### config.mk
export PLATFORM = sky130hd
export DESIGN_NAME = keccak_stream_driver
export DESIGN_NICKNAME = d
export VERILOG_FILES = /design/src/rtl/keccak_stream_driver.sv
export SDC_FILE = /design/constraint.sdc
export NUM_CORES = 1
export LEC_CHECK = 0
export BUFFER_PORTS_ARGS = -buffer_cell sky130_fd_sc_hd__buf_2
export CAP_MARGIN = 20
export CORE_AREA = 10 10 303 305
export CTS_CLUSTER_SIZE = 12
export DETAILED_ROUTE_END_ITERATION = 10
export DIE_AREA = 0 0 313 315
export SYNTH_ARGS = -nofsm -noshare
export SYNTH_HDL_FRONTEND = slang
export SYNTH_SLANG_ARGS = --single-unit
### constraint.sdc
create_clock -name clk -period 8.9 [get_ports clk]
set_input_delay 1.335 -clock clk [delete_from_list [all_inputs] [get_ports clk]]
set_output_delay 1.335 -clock clk [all_outputs]
set_load 0.01 [all_outputs]
### src/rtl/keccak_stream_driver.sv
// Initiator-side driver for a Keccak core: streams host message bytes into the core sink,
// controls start/stop, and forwards the squeezed digest truncated to the requested length.
module keccak_stream_driver #(
    parameter int DWIDTH           = 64,
    parameter int OUT_DWIDTH       = 256,
    parameter int MODE_W           = 2,
    parameter int LEN_W            = 32,
    parameter int STOP_HOLD_CYCLES = 128
) (
    input  logic                    clk,
    input  logic                    rst_n,
    input  logic                    cmd_valid_i,
    output logic                    cmd_ready_o,
    input  logic [MODE_W-1:0]       cmd_mode_i,
    input  logic [LEN_W-1:0]        cmd_msg_len_i,
    input  logic [LEN_W-1:0]        cmd_out_len_i,
    input  logic                    abort_i,
    input  logic [DWIDTH-1:0]       msg_data_i,
    input  logic                    msg_valid_i,
    output logic                    msg_ready_o,
    output logic                    start_o,
    output logic [MODE_W-1:0]       mode_o,
    output logic                    stop_o,
    output logic [DWIDTH-1:0]       m_t_data_o,
    output logic [DWIDTH/8-1:0]     m_t_keep_o,
    output logic                    m_t_valid_o,
    output logic                    m_t_last_o,
    input  logic                    m_t_ready_i,
    input  logic [OUT_DWIDTH-1:0]   s_t_data_i,
    input  logic [OUT_DWIDTH/8-1:0] s_t_keep_i,
    input  logic                    s_t_valid_i,
    input  logic                    s_t_last_i,
    output logic                    s_t_ready_o,
    output logic [OUT_DWIDTH-1:0]   dig_data_o,
    output logic [OUT_DWIDTH/8-1:0] dig_keep_o,
    output logic                    dig_valid_o,
    output logic                    dig_last_o,
    input  logic                    dig_ready_i,
    output logic                    busy_o,
    output logic                    done_o
);
    localparam int KEEP_W     = DWIDTH / 8;
    localparam int OUT_KEEP_W = OUT_DWIDTH / 8;
    localparam int CNT_W      = $clog2(STOP_HOLD_CYCLES + 1);

    typedef enum logic [2:0] {
        ST_IDLE  = 3'd0,
        ST_START = 3'd1,
        ST_SEND  = 3'd2,
        ST_RECV  = 3'd3,
        ST_STOP  = 3'd4
    } state_t;

    state_t                  state_r, state_s;
    logic [MODE_W-1:0]       mode_r;
    logic [LEN_W-1:0]        msg_rem_r, out_rem_r;
    logic                    out_lim_r, fin_r, abort_r, done_r;
    logic [CNT_W-1:0]        hold_r;
    logic [OUT_DWIDTH-1:0]   dig_data_r;
    logic [OUT_KEEP_W-1:0]   dig_keep_r;
    logic                    dig_valid_r, dig_last_r;

    logic [KEEP_W-1:0]       msg_keep_s;
    logic [OUT_KEEP_W-1:0]   out_mask_s, kept_keep_s;
    logic [LEN_W-1:0]        kept_n_s;
    logic                    msg_empty_s, msg_tail_s, msg_acc_s, s_ready_s, s_acc_s, reach0_s, abort_s;

    function automatic logic [LEN_W-1:0] popcount(input logic [OUT_KEEP_W-1:0] v);
        logic [LEN_W-1:0] n;
        n = '0;
        for (int i = 0; i < OUT_KEEP_W; i++) n = n + LEN_W'(v[i]);
        return n;
    endfunction

    // Byte-enable masks for the remaining message and remaining output byte counts
    always_comb begin
        for (int i = 0; i < KEEP_W; i++) msg_keep_s[i] = (msg_rem_r > LEN_W'(i));
        for (int i = 0; i < OUT_KEEP_W; i++) out_mask_s[i] = ~out_lim_r | (out_rem_r > LEN_W'(i));
    end

    assign abort_s     = abort_i & (state_r != ST_IDLE);
    assign msg_empty_s = (msg_rem_r == '0);
    assign msg_tail_s  = (msg_rem_r <= LEN_W'(KEEP_W));
    assign msg_acc_s   = (state_r == ST_SEND) & ~abort_i & ~msg_empty_s & msg_valid_i & m_t_ready_i;
    assign s_ready_s   = (state_r == ST_RECV) & ~fin_r & (~dig_valid_r | dig_ready_i);
    assign s_acc_s     = s_t_valid_i & s_ready_s;
    assign kept_keep_s = s_t_keep_i & out_mask_s;
    assign kept_n_s    = popcount(kept_keep_s);
    assign reach0_s    = out_lim_r & (out_rem_r == kept_n_s);

    // Next-state decode and the combinational sink-side beat generation
    always_comb begin
        state_s     = state_r;
        m_t_valid_o = 1'b0;
        m_t_data_o  = '0;
        m_t_keep_o  = '0;
        m_t_last_o  = 1'b0;
        case (state_r)
            ST_IDLE: begin
                if (cmd_valid_i) state_s = ST_START;
                else             state_s = ST_IDLE;
            end
            ST_START: begin
                if (abort_i) state_s = ST_STOP;
                else         state_s = ST_SEND;
            end
            ST_SEND: begin
                if (abort_i) begin
                    state_s = ST_STOP;
                end else if (msg_empty_s) begin
                    // Zero-length message still needs one terminating beat
                    m_t_valid_o = 1'b1;
                    m_t_last_o  = 1'b1;
                    if (m_t_ready_i) state_s = ST_RECV;
                    else             state_s = ST_SEND;
                end else begin
                    m_t_valid_o = msg_valid_i;
                    m_t_data_o  = msg_data_i;
                    m_t_keep_o  = msg_keep_s;
                    m_t_last_o  = msg_tail_s & msg_valid_i;
                    if (msg_acc_s && msg_tail_s) state_s = ST_RECV;
                    else                         state_s = ST_SEND;
                end
            end
            ST_RECV: begin
                if (abort_i)                                 state_s = ST_STOP;
                else if (s_acc_s && s_t_last_i)              state_s = ST_RECV;
                else if (s_acc_s && reach0_s)                state_s = ST_STOP;
                else if (fin_r && dig_valid_r && dig_ready_i) state_s = ST_IDLE;
                else                                         state_s = ST_RECV;
            end
            ST_STOP: begin
                if (hold_r >= CNT_W'(STOP_HOLD_CYCLES - 1) && !dig_valid_r) state_s = ST_IDLE;
                else                                                        state_s = ST_STOP;
            end
            default: state_s = ST_IDLE;
        endcase
    end

    // State register
    always_ff @(posedge clk or negedge rst_n) begin
        if (!rst_n) state_r <= ST_IDLE;
        else        state_r <= state_s;
    end

    // Command latch and byte-count bookkeeping
    always_ff @(posedge clk or negedge rst_n) begin
        if (!rst_n) begin
            mode_r    <= '0;
            msg_rem_r <= '0;
            out_rem_r <= '0;
            out_lim_r <= 1'b0;
            abort_r   <= 1'b0;
            fin_r     <= 1'b0;
            hold_r    <= '0;
            done_r    <= 1'b0;
        end else begin
            if (state_r == ST_IDLE && cmd_valid_i) begin
                mode_r    <= cmd_mode_i;
                msg_rem_r <= cmd_msg_len_i;
                out_rem_r <= cmd_out_len_i;
                out_lim_r <= (cmd_out_len_i != '0);
                abort_r   <= 1'b0;
            end else begin
                if (msg_acc_s) msg_rem_r <= msg_tail_s ? '0 : msg_rem_r - LEN_W'(KEEP_W);
                if (s_acc_s && out_lim_r) out_rem_r <= out_rem_r - kept_n_s;
                if (abort_s) abort_r <= 1'b1;
            end
            fin_r <= (state_r == ST_RECV) & (fin_r | (s_acc_s & s_t_last_i));
            if (state_r != ST_STOP) hold_r <= '0;
            else if (hold_r != CNT_W'(STOP_HOLD_CYCLES)) hold_r <= hold_r + CNT_W'(1);
            else hold_r <= hold_r;
            done_r <= (state_r != ST_IDLE) & (state_s == ST_IDLE) & ~abort_r & ~abort_i;
        end
    end

    // Digest output register; an abort discards any beat still pending downstream
    always_ff @(posedge clk or negedge rst_n) begin
        if (!rst_n) begin
            dig_data_r  <= '0;
            dig_keep_r  <= '0;
            dig_valid_r <= 1'b0;
            dig_last_r  <= 1'b0;
        end else if (abort_s) begin
            dig_data_r  <= '0;
            dig_keep_r  <= '0;
            dig_valid_r <= 1'b0;
            dig_last_r  <= 1'b0;
        end else if (s_acc_s) begin
            dig_data_r  <= s_t_data_i;
            dig_keep_r  <= kept_keep_s;
            dig_valid_r <= 1'b1;
            dig_last_r  <= s_t_last_i | reach0_s;
        end else if (dig_ready_i) begin
            dig_valid_r <= 1'b0;
        end else begin
            dig_valid_r <= dig_valid_r;
        end
    end

    assign cmd_ready_o = (state_r == ST_IDLE);
    assign busy_o      = (state_r != ST_IDLE);
    assign start_o     = (state_r == ST_START);
    assign stop_o      = (state_r == ST_STOP);
    assign mode_o      = mode_r;
    assign msg_ready_o = msg_acc_s;
    assign s_t_ready_o = s_ready_s;
    assign dig_data_o  = dig_data_r;
    assign dig_keep_o  = dig_keep_r;
    assign dig_valid_o = dig_valid_r;
    assign dig_last_o  = dig_last_r;
    assign done_o      = done_r;

endmodule

==> metrics list, run 1 <==
* Register-to-register path setup slack: 380 ps
* Final total power: 6.80 mW
* Antenna Nets Post-Route: 0
- The final layout contains routed wiring with a total length of 83.7 mm.
* Row cnt: 108
* Hold_ws: 476 ps
* Final std cells w/o fill: 4003
* Net count, final: 3273
- Crit Path Class: reg -> reg
- The final hold violation count was 0.
- Sequential share of the synthesized area: 0.521
* Most common cell after layout, fill and taps aside: sky130_fd_sc_hd__buf_2
- Synth Register Bits: 371
* Buffers added on ports: 799
- Clock power share: 0.304
- Clock-pin slew was measured on the worst setup and hold paths at 60 ps.
- Finished Core Util: 0.287
* CP max FO: 6
- Count of maximum capacitance violations: 0
* Clk Latency, worst-skew pair: 580 ps
* Vias per inst: 4.52
* Final min period: 8520 ps
* Cell type with the largest total area after synthesis: sky130_fd_sc_hd__dfrtp_1
- Die height: 315 µm
- Headroom to the max-slew limit: 0.206
- Data required, critical path: 9400 ps
- Across every metal layer, demand over resource in global routing totals 0.159.
- The cell count after synthesis came out at 2068.
- The H-tree was split into 2 levels.
* Area of the die: 0.0986 mm²
- TritonCTS built the clock tree.
* Leak: 12.2 nW
* DRC errors left: 0
- Setup violations remaining at the end of the flow were counted as 0.
- The Yosys step of the flow raised 0 warnings.
- Largest net degree at the start of global routing: 181
- In this run the critical register-to-register path is launched from out_rem_r[20]$_DFFE_PN0P_.
* Number of buffers inserted by hold repair at cts: 0
* First-pass GRT wire length: 119 mm
* Starting utilization of the core area: 0.207
- Width of the die: 313 µm
- Achievable clock frequency: 117 MHz
- The synthesized netlist occupies a cell area of 0.0178 mm².
- Setup Skew: 11.4 ps
- In this run the critical register-to-register path is captured at out_rem_r[29]$_DFFE_PN0P_.
- Number of synthesized flops with an enable pin: 0
- Core region area: 0.0859 mm²
- Number of violations reported at the end of detailed-routing iteration 0: 1936
- Element type at the critical path start: flip-flop
* Switching part of the total: 0.379
- Crit path arrival time: 9030 ps
- Compared with the post-synthesis result, the final layout area differs by 38.7%.
- Post-Route M1 WL: 32.3 mm
* Number of clock buffers inserted by TritonCTS: 46
* Iteration count of the initial detailed-routing pass: 7
* Placed insts: 3910
- The initial antenna violation count came to 31.
- Setup crit start: out_rem_r[20]$_DFFE_PN0P_
- For this design the top-level I/O count stands at 800.
- Of the total power, combinational logic draws 0.367.
- Via total after detailed routing: 18105
- The share of total power dissipated in sequential elements is 0.329.
* Async set-or-reset flop fraction in the synthesized netlist: 1.00
- The library cells used most frequently in the layout, excluding fill and tap cells, are 798 x sky130_fd_sc_hd__buf_2, 651 x sky130_fd_sc_hd__nand2_1, 371 x sky130_fd_sc_hd__dfrtp_1.
* Fraction of layout cells with a size suffix above 1: 0.324
- Congestion Overflow GR: 0
* Synthesized net count: 2537
- In this run the mean area of a mapped cell was 8.61 µm².
- At the pin with the least slew margin, the transition time is 1190 ps.
- The number of cells on the worst reg-to-reg path is 26.
- In this run the power spent charging and discharging nets is 2.58 mW.
- The flow ran to the end, and the final reports show no timing, DRC or antenna violations.
* Top area cells in the synthesized netlist: sky130_fd_sc_hd__dfrtp_1 52%, sky130_fd_sc_hd__nand2_1 14%, sky130_fd_sc_hd__a21oi_1 8.3%, sky130_fd_sc_hd__fa_1 2.8%, sky130_fd_sc_hd__clkbuf_1 2.6%
* Root Driver: sky130_fd_sc_hd__clkbuf_16
- The critical path ends at out_rem_r[29]$_DFFE_PN0P_.
- Of the post-synthesis cell area, the dominant cell type holds 0.521.
- After filler insertion, the fill cell instance count of the layout stands at 9352.
* Kind of path behind the tightest hold check: reg -> reg
- Power spread over the standard cell area amounts to 275 mW/mm².
- The internal power of the cells totals 4.23 mW.
- Summed over all nets, wire length on met2 after detailed routing comes to 39.0 mm.
- For this design, the sink count on the clock tree is 371.
- Registers take 0.00928 mm².
* Multi-input gate area in the final layout: 0.00784 mm²
* VDD IR max: 0.000394 V
- Max-slew violation total from the final report: 0
- Uppermost layer routed: met5
- Global placement routability congestion: 0.918
- Wire segments on met3 add up to 9.97 mm in the final route.
* Final period util: 0.958
* Dominant register cell in the synthesized netlist: sky130_fd_sc_hd__dfrtp_1
- Avg WL per Cell: 20.9 µm
- Setup repair after global routing could not meet its margin everywhere.
* Vias in the first global route: 17754
- The longest clock path from root to sink contains 3 buffers.
* Synth unique cells: 65
- Once detailed placement completed, the half-perimeter wirelength came to 65.2 mm.
- STA classifies the critical path endpoint as a flip-flop.
* TNS Setup: 0 ps
==> cell type report <==
| cell class | instances | area share |
|---|---|---|
| sequential | 371 | 0.376 |
| multi-input combinational | 1508 | 0.317 |
| timing repair buffer | 820 | 0.171 |
| clock buffer | 72 | 0.0596 |
| tap | 1155 | 0.0585 |
| inverter | 57 | 0.00866 |
| clock inverter | 11 | 0.00841 |
| antenna | 9 | 0.000912 |
==> metal layers <==
metal,vias up,global-route usage
li1,8422,-
met4,10,0.0547
met2,880,0.251
met3,145,0.0731
met5,-,0
met1,8648,0.188
==> cells by family (layout without fill, tap and decap cells) <==
family                   after synthesis  after routing  synth area share
AND/OR/NAND/NOR                      973            973             0.240
AO/OA/AOI/OAI                        468            468             0.146
flip-flops                           371            371             0.521
buffers and inverters                189            960            0.0400
adder cells (fa/ha/maj)               42             42            0.0401
XOR/XNOR                              20             20           0.00984
multiplexers                           5              5           0.00288
other                                  0              9                 0
==> Yosys cell counts (4+ instances only) <==
library cell               number
sky130_fd_sc_hd__fa_1          25
sky130_fd_sc_hd__o311ai_0       7
sky130_fd_sc_hd__xor2_1        10
sky130_fd_sc_hd__and2_1        74
sky130_fd_sc_hd__nor3_1        21
sky130_fd_sc_hd__mux2i_1        4
sky130_fd_sc_hd__o21a_1         5
sky130_fd_sc_hd__o211ai_1      21
sky130_fd_sc_hd__nand3_1       59
sky130_fd_sc_hd__or3_1         14
sky130_fd_sc_hd__ha_1          17
sky130_fd_sc_hd__xnor2_1       10
sky130_fd_sc_hd__nor4_1        28
sky130_fd_sc_hd__and4_1         4
sky130_fd_sc_hd__a32oi_1        5
sky130_fd_sc_hd__or4_1          7
sky130_fd_sc_hd__a22o_1         7
sky130_fd_sc_hd__a21o_1         5
sky130_fd_sc_hd__nor2_1        68
sky130_fd_sc_hd__or2_2          4
sky130_fd_sc_hd__clkbuf_1     124
sky130_fd_sc_hd__inv_1         57
sky130_fd_sc_hd__o21ai_0       86
sky130_fd_sc_hd__buf_1          6
sky130_fd_sc_hd__and3_1         7
sky130_fd_sc_hd__nand2b_1       4
sky130_fd_sc_hd__nand4_1        9
sky130_fd_sc_hd__dfrtp_1      371
sky130_fd_sc_hd__a21oi_1      297
sky130_fd_sc_hd__nand2_1      651
sky130_fd_sc_hd__o21ai_1        4
==> flip-flops by register name, indices dropped and copies added (netlist names), 2 cells and up <==
| name | count |
|---|---|
| dig_data_o | 256 |
| dig_keep_o | 32 |
| hold_r | 8 |
| mode_o | 2 |
| msg_rem_r | 32 |
| out_rem_r | 32 |
| state_r | 3 |
==> power groups by stage <==
stage	clock (mW)	combinational [mW]	sequential (mW)
after floorplan	0	1.60	2.23
after global placement	0	2.46	2.24
after detailed placement	0	2.46	2.25
after CTS	2.12	2.49	2.22
after global routing	2.19	2.81	2.28
final	2.07	2.50	2.24
==> how the worst min path moves through the flow <==
stage	startpoint	end	slack, ps	cells after the start
after floorplan	abort_r$_DFFE_PN0P_	abort_r$_DFFE_PN0P_	460	2
after global placement	mode_o[0]$_DFFE_PN0P_	mode_o[0]$_DFFE_PN0P_	460	2
after detailed placement	mode_o[1]$_DFFE_PN0P_	mode_o[1]$_DFFE_PN0P_	470	2
after CTS	mode_o[1]$_DFFE_PN0P_	mode_o[1]$_DFFE_PN0P_	490	2
after global routing	abort_r$_DFFE_PN0P_	abort_r$_DFFE_PN0P_	510	2
final	mode_o[1]$_DFFE_PN0P_	mode_o[1]$_DFFE_PN0P_	480	2
==> through the flow <==
step	cell area, µm²	worst slack [ps]
4_1_cts	24600	24.6
2_1_floorplan	17800	714
5_1_grt	24700	-32.6
6_report	24700	377
3_3_place_gp	23000	103
3_5_place_dp	23000	74.9
==> worst max-delay path: stages (launching register included) <==
cell and delay (ps):
sky130_fd_sc_hd__dfrtp_1 400, sky130_fd_sc_hd__or4_1 650, sky130_fd_sc_hd__nor4_4 320, sky130_fd_sc_hd__nand4b_1 140, sky130_fd_sc_hd__buf_4 180, sky130_fd_sc_hd__or3_1 380, sky130_fd_sc_hd__o21a_1 250, sky130_fd_sc_hd__fa_1 510
sky130_fd_sc_hd__fa_1 520, sky130_fd_sc_hd__fa_1 520, sky130_fd_sc_hd__fa_1 530, sky130_fd_sc_hd__fa_1 560, sky130_fd_sc_hd__inv_1 60, sky130_fd_sc_hd__fa_1 520, sky130_fd_sc_hd__inv_1 40, sky130_fd_sc_hd__ha_1 220
sky130_fd_sc_hd__fa_1 490, sky130_fd_sc_hd__inv_1 60, sky130_fd_sc_hd__ha_1 300, sky130_fd_sc_hd__nor2b_1 130, sky130_fd_sc_hd__o21ai_0 190, sky130_fd_sc_hd__a21boi_0 210, sky130_fd_sc_hd__o31ai_2 310, sky130_fd_sc_hd__buf_4 190
sky130_fd_sc_hd__nand4_1 220, sky130_fd_sc_hd__or4_1 460, sky130_fd_sc_hd__nand3_1 100
==> timing repair <==
| action | 4_1_cts | 5_1_grt |
|---|---|---|
| resized for setup | 0 | 8 |
| setup endpoints to repair | 0 | 25 |
| setup buffers | 0 | 1 |
| hold endpoints to repair | 0 | 0 |
Power figures use the tool's default switching activity.
==> inputs of run 2 (changes only) <==
--- a/config.mk
+++ b/config.mk
@@ -7,10 +7,12 @@
 export LEC_CHECK = 0
 export BUFFER_PORTS_ARGS = -buffer_cell sky130_fd_sc_hd__buf_2
 export CAP_MARGIN = 20
-export CORE_AREA = 10 10 303 305
+export CORE_AREA = 10 10 300 302
+export CTS_BUF_LIST = sky130_fd_sc_hd__clkbuf_2 sky130_fd_sc_hd__clkbuf_4 sky130_fd_sc_hd__clkbuf_8
 export CTS_CLUSTER_SIZE = 12
 export DETAILED_ROUTE_END_ITERATION = 10
-export DIE_AREA = 0 0 313 315
+export DIE_AREA = 0 0 310 312
+export SETUP_SLACK_MARGIN = 0.1
 export SYNTH_ARGS = -nofsm -noshare
 export SYNTH_HDL_FRONTEND = slang
 export SYNTH_SLANG_ARGS = --single-unit
==> run 2 against run 1 <==
Against the previous run:
- clock skew rose by 16 ps
- via count is 1.1% higher
- sequential cell count stayed put
- setup slack better by 69 ps
- register-to-register slack better by 70 ps
- total power decreased by 1.4%
- clock-buffer cell count increased by 45
- clock power is 4% lower
- critical path type unchanged
- critical endpoint is now out_rem_r[13]$_DFFE_PN0P_
- largest cell class unchanged
==> metrics list, run 2 (synthesized netlist as in run 1, its figures left out) <==
- Number of H-tree levels: 3 (+1)
* Crit path arrival time: 9030 ps (about the same)
- Power density over cell area: 272 mW/mm² (-1.2%)
- Count of maximum capacitance violations: 0 (unchanged)
* Met3 GRT Util: 0.0506 (-0.0225)
* Final min period: 8450 ps (-69.4 ps)
- Number of clock sinks: 371 (unchanged)
* Largest stage delay, worst path: 580 ps (-70 ps)
- Number of setup violations in the final report: 0 (unchanged)
- TNS Setup: 0 ps (unchanged)
* Met1 Track Usage GR: 0.200 (+0.0120)
- The relative slew slack came to 0.263 (+0.0568).
- The actual slew at the worst max-slew pin is 1110 ps (-85.2 ps).
- The flip-flop count of the largest register after layout was 256 (unchanged).
- Leak: 12.3 nW (+0.56%)
- Buffers added on ports: 799 (unchanged)
* Post-Layout Inst Area: 0.0247 mm² (-0.18%)
* Number of clock buffers inserted by TritonCTS: 75 (+63%)
- The total track usage came to 0.162 (+0.00332).
- The worst setup path is launched from a flip-flop.
- Total Routed Length: 83.2 mm (-0.58%)
- The area inside the core boundary was 0.0843 mm² (-1.9%).
- Avg WL per Cell: 20.8 µm (-0.31%)
* Max-slew violation total from the final report: 0 (unchanged)
* Kind of path behind the tightest hold check: reg -> reg
- DRC errors left: 0 (unchanged)
- The tree is rooted in a sky130_fd_sc_hd__clkbuf_8.
* Setup WS pre-CTS: 231 ps (+157 ps)
* Largest net degree at the start of global routing: 185 (+2.2%)
- CP dominant cell by count: sky130_fd_sc_hd__fa_1
- Via total after detailed routing: 18301 (+1.1%)
- Number of buffers inserted by hold repair at cts: 0 (unchanged)
- The library cell used most frequently in the layout, excluding fill and tap cells, is sky130_fd_sc_hd__buf_2.
- Iteration count of the initial detailed-routing pass: 6 (-1)
- The chip height came to 312 µm (-0.95%).
- The fraction of layout cells with a size suffix above 1 is 0.339 (+0.0152).
* Setup Skew: 27.3 ps (+15.9 ps)
- The number of nets with antenna violations after routing came to 0 (unchanged).
* Vias in the first global route: 18064 (+1.7%)
- The maximum ir drop on the vdd rail came to 0.000322 V (-18%).
- The site row count is 107 (-0.93%).
- Worst flop-to-flop path startpoint: out_rem_r[20]$_DFFE_PN0P_
- Critical Path Sink Type: flip-flop
- The run finished with clean final reports.
- In this run the worst setup path begins at out_rem_r[20]$_DFFE_PN0P_.
* Achievable clock frequency: 118 MHz (+0.82%)
* Half-perimeter wire length after placement: 64.3 mm (-1.5%)
- Area of the die: 0.0967 mm² (-1.9%)
- The global-route wire length before repair is 120 mm (+0.58%).
- Crit Path Class: reg -> reg
- Number of violations reported at the end of detailed-routing iteration 0: 1723 (-11%)
* Vias per inst: 4.58 (+1.4%)
* Area growth from synthesis to layout: 38.5%
- Cell family with the largest share of critical-path delay: adder cells
- Master of the slowest instance on the critical path: sky130_fd_sc_hd__or4_2
- The area after detailed placement is 0.0229 mm² (-0.30%).
- The last weighted congestion value of the routability-driven placer is 0.901 (-1.8%).
- The final layout net count is 3302 (+0.89%).
* Final count of hold timing violations: 0 (unchanged)
- The total grt overflow came to 0 (unchanged).
- The initial antenna violation count is 24 (-23%).
- Total I/O pin count: 800 (unchanged)
- The die width was 310 µm (-0.96%).
- The clock-pin slew of the registers on the worst-case setup and hold paths came to 60 ps (about the same).
* Most congested layer reported by global routing: met2
* Starting utilization of the core area: 0.211 (+0.00393)
- The global-route met2 utilization was 0.266 (+0.0156).
- TritonCTS built the clock tree.
* CP max FO: 6 (unchanged)
- Hold path start: mode_o[1]$_DFFE_PN0P_
* Finished Core Util: 0.292 (+0.00493)
* Clk Latency, worst-skew pair: 660 ps (+80 ps)
- The critical path buffer and inverter count came to 6 (+1).
- The top cell types in the final layout, fill and taps aside, are 798 x sky130_fd_sc_hd__buf_2, 651 x sky130_fd_sc_hd__nand2_1, 371 x sky130_fd_sc_hd__dfrtp_1.
- The required time at the worst-slack endpoint came to 9470 ps (+70 ps).
- The worst path setup slack after routing came to 446 ps (+69.4 ps).
- The cell total after placement was 3845 (-1.7%).
- Clock Tree Buf Depth: 3 (unchanged)
- The final cell count without fillers was 3992 (-0.27%).
- Unrepaired setup endpoints after global routing: true
- Final period util: 0.950 (-0.00780)
==> run 2: cell count changes in the layout (fill, tap and decap cells not counted), sizes merged <==
| cell | before | now |
|---|---|---|
| bufinv | 6 | 4 |
| clkbuf | 72 | 117 |
| clkinv | 4 | 7 |
| diode | 9 | 13 |
| inv | 57 | 61 |
==> run 2: area by class of cell <==
class,count,area [µm²]
fill,9116,59700
sequential,371,9280
multi-input combinational,1508,7850
timing repair buffer,820,4230
clock buffer,117,1470
tap,1090,1360
clock inverter,16,214
inverter,57,214
antenna,13,32.5
==> run 2: path summary, 6_finish.rpt <==
check,end,slack [ps],cells after the start
worst max-delay path,out_rem_r[13]$_DFFE_PN0P_,450,27
worst min-delay path,mode_o[1]$_DFFE_PN0P_,480,2
worst max register to register,out_rem_r[13]$_DFFE_PN0P_,450,27
worst min register to register,mode_o[1]$_DFFE_PN0P_,480,2
max in group asynchronous,dig_data_o[214]$_DFFE_PN0P_,6760,2
min in group asynchronous,out_rem_r[24]$_DFFE_PN0P_,740,1
==> run 2: per-layer routing <==
metal / wire (µm) / up-vias
met5: 48 / -
met4: 1730 / 8
met3: 7670 / 126
met2: 40000 / 866
met1: 33800 / 8818
li1: - / 8483
==> run 2: timing repair <==
item                       CTS  global route
buffers inserted             0             1
setup endpoints to repair    0            19
gates resized for setup      0            11
==> run 2: stage by stage <==
step                power (mW)  hold WS [ps]
floorplan                 3.82           460
global placement          4.70           458
detailed placement        4.72           461
CTS                       6.77           477
global route              7.17           515
finish                    6.71           477
==> run 2: worst min-delay path, stage by stage, from the launching register on <==
cell	delay [ps]
sky130_fd_sc_hd__dfrtp_1	340
sky130_fd_sc_hd__nand2_1	50
sky130_fd_sc_hd__nand2_1	50
==> run 2: report_power, final <==
| part | leakage, nW | internal (mW) | total, mW | switching, mW |
|---|---|---|---|---|
| Combinational | 6.38 | 0.954 | 2.47 | 1.52 |
| Clock | 0.893 | 1.17 | 1.99 | 0.819 |
| Sequential | 5.04 | 1.96 | 2.24 | 0.281 |
| Total | 12.3 | 4.09 | 6.71 | 2.62 |
